## config.mk

```make
export PLATFORM = sky130hd
export DESIGN_NAME = wheel_velocity
export DESIGN_NICKNAME = d
export VERILOG_FILES = /design/src/rtl/kinematics_pkg.sv /design/src/rtl/wheel_velocity_quad_decoder.sv /design/src/rtl/wheel_velocity.sv
export SDC_FILE = /design/constraint.sdc
export NUM_CORES = 1
export LEC_CHECK = 0
export ABC_AREA = 0
export BUFFER_PORTS_ARGS = -buffer_cell sky130_fd_sc_hd__buf_2
export CORE_UTILIZATION = 42
export DETAILED_ROUTE_END_ITERATION = 6
export GPL_TIMING_DRIVEN = 0
export SLEW_MARGIN = 10
export SYNTH_ARGS = -nofsm -noshare
export SYNTH_HDL_FRONTEND = slang
export SYNTH_HIERARCHICAL = 1
export SYNTH_SLANG_ARGS = --single-unit
```

## constraint.sdc

```tcl
create_clock -name WHEEL_VELOCITY_CLOCK_50 -period 10.35 [get_ports WHEEL_VELOCITY_CLOCK_50]
set_input_delay 1.5525 -clock WHEEL_VELOCITY_CLOCK_50 [delete_from_list [all_inputs] [get_ports WHEEL_VELOCITY_CLOCK_50]]
set_output_delay 1.5525 -clock WHEEL_VELOCITY_CLOCK_50 [all_outputs]
set_load 0.02 [all_outputs]
```

## src/rtl/kinematics_pkg.sv

```systemverilog
// ----------------------------------------------------------------------------
// kinematics_pkg
// Shared definitions for the wheel/robot kinematics blocks.
//   - Default output word width and fraction width of the sign-magnitude
//     velocity words exchanged between wheel_velocity and local_velocity.
//   - Fraction width of the K_SCALE coefficient (Q15).
//   - FSM state encoding of the wheel_velocity scaling sequencer.
//   - sm_sign_bit(): position of the sign bit in a sign-magnitude word.
// ----------------------------------------------------------------------------
package kinematics_pkg;

  localparam int KIN_N_WIDTH = 32;  // velocity word width
  localparam int KIN_Q_WIDTH = 15;  // velocity word fraction bits
  localparam int KIN_K_FRAC  = 15;  // fraction bits of the K_SCALE coefficient

  typedef enum logic [1:0] {
    VEL_IDLE = 2'd0,
    VEL_MUL  = 2'd1,
    VEL_DONE = 2'd2
  } vel_state_t;

  // Sign-magnitude words carry the sign in their most significant bit.
  function automatic int sm_sign_bit(input int width);
    return width - 1;
  endfunction

endpackage

```

## src/rtl/wheel_velocity_quad_decoder.sv

```systemverilog
// ----------------------------------------------------------------------------
// quad_decoder
// Synchronises the two asynchronous encoder channels through two flip-flops
// each, then x4-decodes the synchronised {A,B} pair against the previous one.
//   i_clk      clock
//   i_rst_n    synchronous active-low reset (synchronisers/previous -> 00)
//   i_enc_a    encoder channel A (asynchronous)
//   i_enc_b    encoder channel B (asynchronous)
//   o_delta    signed step for this cycle: +1, -1 or 0
//   o_err      sticky flag, set when both channels change in one cycle
// ----------------------------------------------------------------------------
module quad_decoder (
  input  logic              i_clk,
  input  logic              i_rst_n,
  input  logic              i_enc_a,
  input  logic              i_enc_b,
  output logic signed [1:0] o_delta,
  output logic              o_err
);

  logic [1:0] r_sync1;
  logic [1:0] r_sync2;
  logic [1:0] r_prev;
  logic       r_err;

  logic [1:0] w_pos_prev;
  logic [1:0] w_pos_cur;
  logic [1:0] w_step;
  logic       w_illegal;

  always_ff @(posedge i_clk) begin
    if (!i_rst_n) begin
      r_sync1 <= 2'b00;
      r_sync2 <= 2'b00;
      r_prev  <= 2'b00;
      r_err   <= 1'b0;
    end else begin
      r_sync1 <= {i_enc_a, i_enc_b};
      r_sync2 <= r_sync1;
      r_prev  <= r_sync2;
      r_err   <= r_err | w_illegal;
    end
  end

  // Gray {A,B} 00,01,11,10 maps to positions 0,1,2,3 as {A, A^B}; the
  // modulo-4 position difference then tells the direction directly.
  assign w_pos_prev = {r_prev[1], r_prev[1] ^ r_prev[0]};
  assign w_pos_cur  = {r_sync2[1], r_sync2[1] ^ r_sync2[0]};
  assign w_step     = w_pos_cur - w_pos_prev;

  always_comb begin
    o_delta   = 2'sb00;
    w_illegal = 1'b0;
    case (w_step)
      2'd1:    o_delta   = 2'sb01;
      2'd3:    o_delta   = 2'sb11;
      2'd2:    w_illegal = 1'b1;   // both bits flipped: direction unknown
      default: o_delta   = 2'sb00;
    endcase
  end

  assign o_err = r_err;

endmodule

```

## src/rtl/wheel_velocity.sv

```systemverilog
// ----------------------------------------------------------------------------
// wheel_velocity
// Measures wheel angular speed from a quadrature encoder. Steps are counted
// over a fixed window of SAMPLE_CYCLES clocks; at each window end the count
// is captured and scaled by K_SCALE (Q15 rad/s per count) with a serial
// shift-add multiplier, producing a sign-magnitude Q_WIDTH word.
//
// Ports
//   WHEEL_VELOCITY_CLOCK_50       50 MHz clock (sole clock)
//   WHEEL_VELOCITY_Reset_InLow    synchronous active-low reset
//   WHEEL_VELOCITY_EncA_In        encoder channel A (asynchronous)
//   WHEEL_VELOCITY_EncB_In        encoder channel B (asynchronous)
//   WHEEL_VELOCITY_W_OutBus       speed, sign-magnitude, MSB = sign
//   WHEEL_VELOCITY_Valid_OutHigh  one-cycle pulse when W_OutBus updates
//   WHEEL_VELOCITY_Err_OutHigh    sticky illegal-transition flag
//
// Build option
//   WHEEL_VELOCITY_FILTER_EN  when defined, the multiplied count is the
//                             floor average of this and the previous
//                             window's count.
// ----------------------------------------------------------------------------
module wheel_velocity
  import kinematics_pkg::*;
#(
  parameter int          N_WIDTH       = KIN_N_WIDTH,
  parameter int          Q_WIDTH       = KIN_Q_WIDTH,
  parameter int          COUNT_WIDTH   = 16,
  parameter int          SAMPLE_CYCLES = 500000,
  parameter logic [15:0] K_SCALE       = 16'd1024
) (
  input  logic               WHEEL_VELOCITY_CLOCK_50,
  input  logic               WHEEL_VELOCITY_Reset_InLow,
  input  logic               WHEEL_VELOCITY_EncA_In,
  input  logic               WHEEL_VELOCITY_EncB_In,
  output logic [N_WIDTH-1:0] WHEEL_VELOCITY_W_OutBus,
  output logic               WHEEL_VELOCITY_Valid_OutHigh,
  output logic               WHEEL_VELOCITY_Err_OutHigh
);

  localparam int MAG_W    = N_WIDTH - 1;
  localparam int SIGN_BIT = sm_sign_bit(N_WIDTH);
  localparam int WIN_W    = $clog2(SAMPLE_CYCLES);
  localparam int BIT_W    = $clog2(COUNT_WIDTH + 1);

  // Symmetric saturation limits, expressed one bit wider than the count.
  localparam logic signed [COUNT_WIDTH:0] SUM_MAX = {2'b00, {(COUNT_WIDTH-1){1'b1}}};
  localparam logic signed [COUNT_WIDTH:0] SUM_MIN = -SUM_MAX;

  logic clk;
  logic rst_n;
  assign clk   = WHEEL_VELOCITY_CLOCK_50;
  assign rst_n = WHEEL_VELOCITY_Reset_InLow;

  // ---------------- quadrature decode ----------------
  logic signed [1:0] w_delta;
  logic              w_err;

  quad_decoder u_quad_decoder (
    .i_clk   (clk),
    .i_rst_n (rst_n),
    .i_enc_a (WHEEL_VELOCITY_EncA_In),
    .i_enc_b (WHEEL_VELOCITY_EncB_In),
    .o_delta (w_delta),
    .o_err   (w_err)
  );

  // ---------------- window accumulation ----------------
  logic [WIN_W-1:0]              r_win;
  logic signed [COUNT_WIDTH-1:0] r_acc;
  logic signed [COUNT_WIDTH-1:0] r_count;
  logic                          r_start;

  logic                          w_win_end;
  logic signed [COUNT_WIDTH:0]   w_sum;
  logic signed [COUNT_WIDTH-1:0] w_sat;

  assign w_win_end = (r_win == WIN_W'(SAMPLE_CYCLES - 1));
  assign w_sum     = {r_acc[COUNT_WIDTH-1], r_acc}
                   + {{(COUNT_WIDTH-1){w_delta[1]}}, w_delta};

  always_comb begin
    w_sat = w_sum[COUNT_WIDTH-1:0];
    if (w_sum > SUM_MAX)      w_sat = SUM_MAX[COUNT_WIDTH-1:0];
    else if (w_sum < SUM_MIN) w_sat = SUM_MIN[COUNT_WIDTH-1:0];
  end

  // The window-end delta goes into the captured value, and the accumulator
  // restarts from zero, so no step is dropped or counted twice.
  always_ff @(posedge clk) begin
    if (!rst_n) begin
      r_win   <= '0;
      r_acc   <= '0;
      r_count <= '0;
      r_start <= 1'b0;
    end else begin
      r_start <= w_win_end;
      if (w_win_end) begin
        r_win   <= '0;
        r_acc   <= '0;
        r_count <= w_sat;
      end else begin
        r_win   <= r_win + WIN_W'(1);
        r_acc   <= w_sat;
      end
    end
  end

  // ---------------- optional count filter ----------------
  logic signed [COUNT_WIDTH-1:0] w_mul_count;

`ifdef WHEEL_VELOCITY_FILTER_EN
  logic signed [COUNT_WIDTH-1:0] r_prev_count;
  logic signed [COUNT_WIDTH:0]   w_pair;

  assign w_pair      = {r_count[COUNT_WIDTH-1], r_count}
                     + {r_prev_count[COUNT_WIDTH-1], r_prev_count};
  // Arithmetic shift of a two's-complement sum rounds toward -inf.
  assign w_mul_count = COUNT_WIDTH'(w_pair >>> 1);

  always_ff @(posedge clk) begin
    if (!rst_n)       r_prev_count <= '0;
    else if (r_start) r_prev_count <= r_count;
  end
`else
  assign w_mul_count = r_count;
`endif

  // ---------------- serial multiplier / sequencer ----------------
  vel_state_t               r_state;
  vel_state_t               w_state_next;
  logic [COUNT_WIDTH-1:0]   r_mplier;
  logic [MAG_W-1:0]         r_mcand;
  logic [MAG_W-1:0]         r_prod;
  logic [BIT_W-1:0]         r_bit;
  logic                     r_neg;
  logic [N_WIDTH-1:0]       r_w_out;

  logic [COUNT_WIDTH-1:0]   w_abs;
  logic [MAG_W-1:0]         w_prod_next;
  logic [MAG_W-1:0]         w_mag;
  logic                     w_last_bit;

  // The most-negative code never reaches here, so negation cannot overflow.
  assign w_abs       = w_mul_count[COUNT_WIDTH-1] ? COUNT_WIDTH'(-w_mul_count)
                                                  : COUNT_WIDTH'(w_mul_count);
  assign w_prod_next = r_prod + (r_mplier[0] ? r_mcand : '0);
  assign w_last_bit  = (r_bit == BIT_W'(COUNT_WIDTH - 1));

  // The product is integer x Q(KIN_K_FRAC); realign to Q_WIDTH fraction bits.
  generate
    if (Q_WIDTH >= KIN_K_FRAC) begin : g_q_up
      assign w_mag = w_prod_next << (Q_WIDTH - KIN_K_FRAC);
    end else begin : g_q_down
      assign w_mag = w_prod_next >> (KIN_K_FRAC - Q_WIDTH);
    end
  endgenerate

  always_ff @(posedge clk) begin
    if (!rst_n) r_state <= VEL_IDLE;
    else        r_state <= w_state_next;
  end

  always_comb begin
    w_state_next = r_state;
    case (r_state)
      VEL_IDLE: if (r_start) w_state_next = VEL_MUL;
      VEL_MUL:  if (w_last_bit) w_state_next = VEL_DONE;
      VEL_DONE: w_state_next = VEL_IDLE;
      default:  w_state_next = VEL_IDLE;
    endcase
  end

  // The output word is written on the MUL->DONE edge so that it is already
  // presented during the single DONE cycle that carries Valid.
  always_ff @(posedge clk) begin
    if (!rst_n) begin
      r_mplier <= '0;
      r_mcand  <= '0;
      r_prod   <= '0;
      r_bit    <= '0;
      r_neg    <= 1'b0;
      r_w_out  <= '0;
    end else begin
      case (r_state)
        VEL_IDLE: begin
          if (r_start) begin
            r_mplier <= w_abs;
            r_mcand  <= MAG_W'(K_SCALE);
            r_prod   <= '0;
            r_bit    <= '0;
            r_neg    <= w_mul_count[COUNT_WIDTH-1];
          end
        end
        VEL_MUL: begin
          r_prod   <= w_prod_next;
          r_mplier <= r_mplier >> 1;
          r_mcand  <= r_mcand << 1;
          r_bit    <= r_bit + BIT_W'(1);
          if (w_last_bit) begin
            // A zero magnitude is always emitted as positive zero.
            r_w_out[SIGN_BIT]   <= r_neg && (w_mag != '0);
            r_w_out[MAG_W-1:0]  <= w_mag;
          end
        end
        default: ;
      endcase
    end
  end

  assign WHEEL_VELOCITY_W_OutBus      = r_w_out;
  assign WHEEL_VELOCITY_Valid_OutHigh = (r_state == VEL_DONE);
  assign WHEEL_VELOCITY_Err_OutHigh   = w_err;

endmodule

```

## After elaboration in Yosys (flattened, before gate mapping)

Index checks and enable logic that the tools add are counted.

- Register bits after elaboration: 177
- Bits of input ports: 4
- Output and inout bits: 34
- Word-level logic and storage cells: 62

- Add/sub/neg operators: 6
- Order comparisons: 2
- Eq/ne operators: 9
- Muxes and demuxes: 17
- Bitwise logic cells: 4
- Reduce and logical (&&, ||, !) cells: 9

Operators by type and width:

| operator | count |
|---|---|
| $pmux W31 S2 | 2 |
| $mux W31 | 3 |
| $mux W16 | 4 |
| $pmux W16 S2 | 1 |
| $add A31 B31 Y31 | 1 |
| $reduce_bool A31 Y1 | 1 |
| $add A19 B1 Y19 const B | 1 |
| $eq A19 B19 Y1 const B | 1 |
| $add A16 B2 Y17 | 1 |
| $gt A17 B16 Y1 const B | 1 |
| $lt A17 B16 Y1 const B | 1 |
| $neg A16 Y16 | 1 |
| $pmux W5 S2 | 1 |
| $pmux W2 S2 | 2 |
| $reduce_and A2 Y1 | 4 |
| $eq A2 B2 Y1 const B | 3 |
| $add A5 B1 Y5 const B | 1 |
| $eq A5 B4 Y1 const B | 1 |
| $mux W5 | 1 |
| $eq A2 B1 Y1 const B | 2 |
| $mux W2 | 2 |
| $ne A2 B2 Y1 const B | 2 |
| $logic_not A2 Y1 | 1 |
| $reduce_bool A2 Y1 | 1 |
| 7 further kinds | 8 |

## Longest topological paths before layout

- Depth after elaboration: 8
- Mapped depth: 17

## Modules after synthesis

Netlist, hierarchy kept.

By module, submodules not included:

| module | instances | cells each | area an instance (um2) |
|---|---|---|---|
| wheel_velocity | 1 | 936 | 7,513.5 |
| quad_decoder | 1 | 24 | 255.2 |

## Worst setup path after synthesis

OpenSTA, ideal clock, no wires.

- Path kind: reg2reg
- Start point: reg u_quad_decoder.r_prev[1]
- End point: reg r_count[10]
- Setup time: 129 ps
- Data arrival time: 3,685 ps
- Data required time: 10,221 ps
- Setup slack: 6,536 ps
- Stages on the path, launching flop included: 15
- Buffers on the path: 0
- Cell sequence: dfxtp_1 xor2_1 ha_1 nor2b_1 mux2_1 ha_1 nor2b_4 o31a_1 o2111ai_2 a211oi_1 or3_1 a2111oi_2 a41oi_1 o211ai_2 o21ai_0

- Word-level cells in the longest chain between the ends: 8

RTL lines:

| element | line | text |
|---|---|---|
| from (decl) | wheel_velocity_quad_decoder.sv:23 | `logic [1:0] r_prev;` |
| from (signal assigned) | wheel_velocity_quad_decoder.sv:40 | `r_prev <= r_sync2;` |
| $xor A1 B1 Y1 | wheel_velocity_quad_decoder.sv:47 | `assign w_pos_prev = {r_prev[1], r_prev[1] ^ r_prev[0]};` |
| $sub A2 B2 Y2 * | wheel_velocity_quad_decoder.sv:49 | `assign w_step = w_pos_cur - w_pos_prev;` |
| $eq A2 B2 Y1 or $eq A2 B1 Y1 (tied branches) | wheel_velocity_quad_decoder.sv:54 | `case (w_step)` |
| $pmux W2 S2 * | wheel_velocity_quad_decoder.sv:54 |  |
| named net w_delta[1] | wheel_velocity.sv:55 | `logic signed [1:0] w_delta;` |
| $add A16 B2 Y17 * | wheel_velocity.sv:79 | `+ {{(COUNT_WIDTH-1){w_delta[1]}}, w_delta};` |
| $lt A17 B16 Y1 | wheel_velocity.sv:84 | `else if (w_sum < SUM_MIN) w_sat = SUM_MIN[COUNT_WIDTH-1:0];` |
| $mux W16 | wheel_velocity.sv:84 |  |
| $mux W16 * | wheel_velocity.sv:83 | `if (w_sum > SUM_MAX) w_sat = SUM_MAX[COUNT_WIDTH-1:0];` |
| to (signal assigned) | wheel_velocity.sv:100 | `r_count <= w_sat;` |
| to (decl) | wheel_velocity.sv:70 | `logic signed [COUNT_WIDTH-1:0] r_count;` |

Mark *: on every way through the listed nets, which the timed path passes. The rest lies on a longest branch.
A chain may end at the register's enable or synchronous reset.

## Worst setup path after layout

- Start point: reg u_quad_decoder.r_sync2[1]
- End point: reg r_acc[7]

- Word-level cells in the longest chain between the ends: 8

RTL lines:

| element | line | text |
|---|---|---|
| from (decl) | wheel_velocity_quad_decoder.sv:22 | `logic [1:0] r_sync2;` |
| from (signal assigned) | wheel_velocity_quad_decoder.sv:39 | `r_sync2 <= r_sync1;` |
| $xor A1 B1 Y1 | wheel_velocity_quad_decoder.sv:48 | `assign w_pos_cur = {r_sync2[1], r_sync2[1] ^ r_sync2[0]};` |
| $sub A2 B2 Y2 * | wheel_velocity_quad_decoder.sv:49 |  |
| $eq A2 B2 Y1 or $eq A2 B1 Y1 (tied branches) | wheel_velocity_quad_decoder.sv:54 |  |
| $pmux W2 S2 * | wheel_velocity_quad_decoder.sv:54 |  |
| named net w_delta[1] | wheel_velocity.sv:55 |  |
| $add A16 B2 Y17 * | wheel_velocity.sv:79 |  |
| $lt A17 B16 Y1 | wheel_velocity.sv:84 |  |
| $mux W16 | wheel_velocity.sv:84 |  |
| $mux W16 * | wheel_velocity.sv:83 |  |
| to (signal assigned) | wheel_velocity.sv:103 | `r_acc <= w_sat;` |
| to (decl) | wheel_velocity.sv:69 | `logic signed [COUNT_WIDTH-1:0] r_acc;` |

Marked as above.

==> results.md <==
Place:
- Once detailed placement completed, the half-perimeter wirelength came to 14,000 um.
- The final weighted congestion in routability-driven placement is 0.812.
- The port buffer count is 27.

Job:
- The tool flagged a number of max-cap violations equal to 0.

Power and ir drop:
- IR analysis of the VDD net gives a maximum drop of 0.000124 V.
- The total power divided by cell area is 160 nW/um^2.
- The internal power of the cells is 1.03 mW.
- The analysis attributes to cell leakage a power of 3.52 nW.
- The switching share of total power is 27.0%.
- Registers are responsible for 41.6% of the overall power.
- In this run the power spent charging and discharging nets is 383 uW.
- The part of the total power dissipated in the clock network is 45.9%.
- The part of the power in combinational logic is 12.5%.

Drt:
- The number of search-and-repair iterations in the first detailed-routing pass is 5.
- The violation count after the first detailed-route iteration is 296.
- After detailed routing, the average wire length per cell comes to 14.9 um.
- The final routed DRC violation total is 0.
- The total number of vias is 6,650.
- The remaining antenna violation count after routing is 0.
- The aggregate routed wire length is 18,800 um.
- The detailed-route vias per instance is 5.29.

Worst setup path:
- In this run the worst path has a maximum fanout of 16.
- The endpoint kind of the worst setup timing path is a flop.
- The data arrival time at the worst-slack endpoint is 4.96 ns.
- The endpoint identified for the worst register-to-register timing path is r_acc[7]$_SDFF_PP0_.
- The worst register-to-register path has a depth of 17.
- The data required time of the worst path is 10.69 ns.
- The critical path is of the reg2reg type.
- The setup slack of the worst register-to-register path is 5.73 ns.
- The worst reg2reg path startpoint is u_quad_decoder/r_sync2[1]$_SDFF_PN0_.
- The worst setup path is launched from a flop.

Floorplanning:
- Pin placement for this block handled 38 I/O pins.
- The core region is 18,000 um^2.
- In this run the vertical extent of the chip is 138 um.
- The number of rows in the core area is 49.
- The starting density of the core is 43.1%.
- The die is 138 um wide.
- The floorplan step defined a die boundary enclosing 19,000 um^2.

STA:
- The timing-limited maximum frequency is 216 MHz.
- Setup repair after global routing left no endpoint under its margin.
- On the final layout, the worst hold slack is 0.438 ns.
- Setup violations remaining at the end of the flow were counted as 0.
- After layout, the minimum clock period comes to 4.62 ns.
- The final critical path takes up 44.6% of the cycle.
- The final number of max-transition violations was 0.
- The number of failing hold endpoints at the final stage is 0.
- The clock arrives with 0.00745 ns of skew.
- The final-layout setup total negative slack is 0 ns.
- The pin slew with the least headroom to its limit is 0.837 ns.
- Measured against its own limit, the worst slew margin works out to 43.7%.

Clock tree:
- The clock buffer count from CTS is 17.
- The worst-skew pair later-pin latency is 0.43 ns.
- The post-cts resize count is 0.
- The clock-pin slew reported for the worst setup and hold paths after clock tree synthesis is 0.06 ns.
- In this run the deepest clock path goes through 2 buffers.
- The clock root buffer is sky130_fd_sc_hd__clkbuf_16.
- The number of H-tree levels is 4.
- The number of hold buffers added after cts is 0.
- The clock net sink count is 147.
- The number of buffers inserted by post-CTS setup repair is 0.
- TritonCTS built the clock tree.

GRT:
- The via count of the first global-routing pass is 6,271.
- In this run the most used layer during global routing was met2.
- The global-route met2 utilization is 35.7%.
- The fraction of met3 tracks used by global routing is 3.71%.
- The remaining global-route overflow is 0.
- The initial antenna violation count is 0.
- Global routing used 24.6% of the available met1 tracks.
- The first global-routing pass estimated 31,100 um of wire.
- Global routing consumed, over all layers together, 20.3% of the routing resources.
- The largest net degree at the start of global routing is 18.

Yosys:
- A synthesized cell averages 8.09 um^2.
- The post-synthesis instance area is 7770 um^2.
- The number of enable-type register cells in the synthesized netlist is 0.
- The dominant register cell in the synthesized netlist is sky130_fd_sc_hd__dfxtp_1.
- The count of unique library cells instantiated by Yosys is 74.
- The share of synthesized registers carrying an async set or reset is 0%.
- The synthesized design contains 147 register bits.
- The sequential-to-total area share from yosys stat is 37.9%.
- Synthesis produced a netlist whose cell count is 960.
- The count of synthesis-stage warnings from yosys is 6.

Finish:
- Of the cells placed in the final design, the portion with a size suffix greater than 1 is 8.66%.
- The number of diodes added for antenna fixing is 0.
- The signed area change from the synthesized netlist to the final layout is 13.9%.
- The count of nets after finishing is 1,062.

Hold path:
- The type of the tightest min-delay check is reg2reg.
- The path with the worst hold slack has its endpoint at u_quad_decoder/r_sync2[1]$_SDFF_PN0_.
- The startpoint identified for the worst hold timing path is u_quad_decoder/r_sync1[1]$_SDFF_PN0_.
- Counting instances, the worst hold path has a depth of 1.

Outcome:
- The run finished with clean final reports.
==> cell type report <==
cell class | count | area, um^2
plain buffers | 59 | 269
clock buffers | 17 | 425
clock inverters | 15 | 196
fillers | 1806 | 9180
inverters | 20 | 75.1
multi-input cells | 743 | 4520
flip-flops and latches | 147 | 2940
well taps | 229 | 287
repair buffers | 27 | 135
==> critical path, cell delays in order (launching register included) <==
cell and delay [ns]:
sky130_fd_sc_hd__dfxtp_1 0.33, sky130_fd_sc_hd__xnor2_1 0.13, sky130_fd_sc_hd__ha_1 0.35, sky130_fd_sc_hd__nor2b_1 0.11, sky130_fd_sc_hd__mux2_1 0.59, sky130_fd_sc_hd__inv_1 0.14, sky130_fd_sc_hd__fa_1 0.51, sky130_fd_sc_hd__nor2b_4 0.14
sky130_fd_sc_hd__o31a_1 0.18, sky130_fd_sc_hd__o2111ai_2 0.17, sky130_fd_sc_hd__a211oi_1 0.35, sky130_fd_sc_hd__o21ai_0 0.23, sky130_fd_sc_hd__a22o_1 0.22, sky130_fd_sc_hd__buf_2 0.19, sky130_fd_sc_hd__nor2_1 0.27, sky130_fd_sc_hd__buf_2 0.30
sky130_fd_sc_hd__nor2_1 0.11, sky130_fd_sc_hd__nor3_1 0.20
==> how the worst max path moves through the flow <==
stage                                                     from                  endpoint  slack, ns  depth (start not counted)
final                     u_quad_decoder/r_sync2[1]$_SDFF_PN0_       r_acc[7]$_SDFF_PP0_       5.73                         17
after global routing       u_quad_decoder/r_prev[1]$_SDFF_PN0_       r_acc[7]$_SDFF_PP0_       5.38                         17
after CTS                  u_quad_decoder/r_prev[1]$_SDFF_PN0_       r_acc[7]$_SDFF_PP0_       5.70                         17
after detailed placement  u_quad_decoder/r_sync2[1]$_SDFF_PN0_       r_acc[7]$_SDFF_PP0_       5.72                         17
after global placement    u_quad_decoder/r_sync2[1]$_SDFF_PN0_       r_acc[7]$_SDFF_PP0_       5.75                         17
after floorplan            u_quad_decoder/r_prev[1]$_SDFF_PN0_  r_count[10]$_SDFFE_PN0P_       6.54                         14
==> state kept, by name (all words and copies together) (netlist names) <==
register / count
WHEEL_VELOCITY_W_OutBus: 22
r_acc: 16
r_bit: 5
r_count: 16
r_mcand: 21
r_mplier: 16
r_neg: 1
r_prod: 21
r_start: 1
r_state: 2
r_win: 19
u_quad_decoder/o_err: 1
u_quad_decoder/r_prev: 2
u_quad_decoder/r_sync1: 2
u_quad_decoder/r_sync2: 2
==> cell usage after synthesis (11+ instances only) <==
cell type,number,area [um^2]
sky130_fd_sc_hd__xnor2_1,36,315
sky130_fd_sc_hd__ha_1,41,513
sky130_fd_sc_hd__a22oi_1,18,135
sky130_fd_sc_hd__or3_1,12,75.1
sky130_fd_sc_hd__inv_1,20,75.1
sky130_fd_sc_hd__o21ai_0,40,200
sky130_fd_sc_hd__nand2_1,112,420
sky130_fd_sc_hd__xor2_1,16,140
sky130_fd_sc_hd__dfxtp_1,147,2940
sky130_fd_sc_hd__clkbuf_1,41,154
sky130_fd_sc_hd__and3_1,14,87.6
sky130_fd_sc_hd__a21o_1,11,82.6
sky130_fd_sc_hd__nor3_1,19,95.1
sky130_fd_sc_hd__a31oi_1,14,87.6
sky130_fd_sc_hd__nor2_1,98,368
sky130_fd_sc_hd__nand3_1,48,240
sky130_fd_sc_hd__and2_1,36,225
sky130_fd_sc_hd__a21oi_1,98,490
==> layout by cell type (no fill, tap or decap), types with 17 or more instances in the layout <==
cell                          n
sky130_fd_sc_hd__a21oi_1     98
sky130_fd_sc_hd__a22oi_1     18
sky130_fd_sc_hd__and2_1      36
sky130_fd_sc_hd__buf_2       29
sky130_fd_sc_hd__clkbuf_1    41
sky130_fd_sc_hd__clkbuf_16   17
sky130_fd_sc_hd__dfxtp_1    147
sky130_fd_sc_hd__ha_1        41
sky130_fd_sc_hd__inv_1       20
sky130_fd_sc_hd__nand2_1    112
sky130_fd_sc_hd__nand3_1     48
sky130_fd_sc_hd__nor2_1      98
sky130_fd_sc_hd__nor3_1      19
sky130_fd_sc_hd__o21ai_0     40
sky130_fd_sc_hd__xnor2_1     36
==> per-stage QoR <==
stage          utilization (%)  total power [mW]  instance area [um^2]  std cells  setup slack (ns)
2_1_floorplan                -             0.735                  7800        969              6.54
3_3_place_gp              45.6             0.777                  8220       1225              5.75
3_5_place_dp              45.6             0.777                  8220       1225              5.72
4_1_cts                   49.1              1.43                  8850       1257              5.70
5_1_grt                   49.1              1.48                  8850       1257              5.38
6_report                  49.1              1.42                  8850       1257              5.73
==> power by group through the flow <==
stage / clock (mW) / sequential, mW / combinational [mW]
floorplan: 0 / 0.600 / 0.135
global placement: 0 / 0.602 / 0.175
detailed placement: 0 / 0.602 / 0.175
CTS: 0.664 / 0.589 / 0.176
global route: 0.688 / 0.590 / 0.197
finish: 0.652 / 0.589 / 0.177
==> routing by layer <==
layer,vias up,part of all wire (%)
li1,3476,-
met1,3033,46
met2,124,49
met3,17,3.3
met4,0,1.6
met5,-,0
==> logic make-up after synthesis <==
kind of cell,synth area share [%]
XOR/XNOR,6.07
AND/OR/NAND/NOR,23.6
flip-flops,37.9
AO/OA/AOI/OAI,19.6
other,0.0483
adder cells (fa/ha/maj),7.51
buffers and inverters,4.43
multiplexers,0.870
Power figures use the tool's default switching activity.
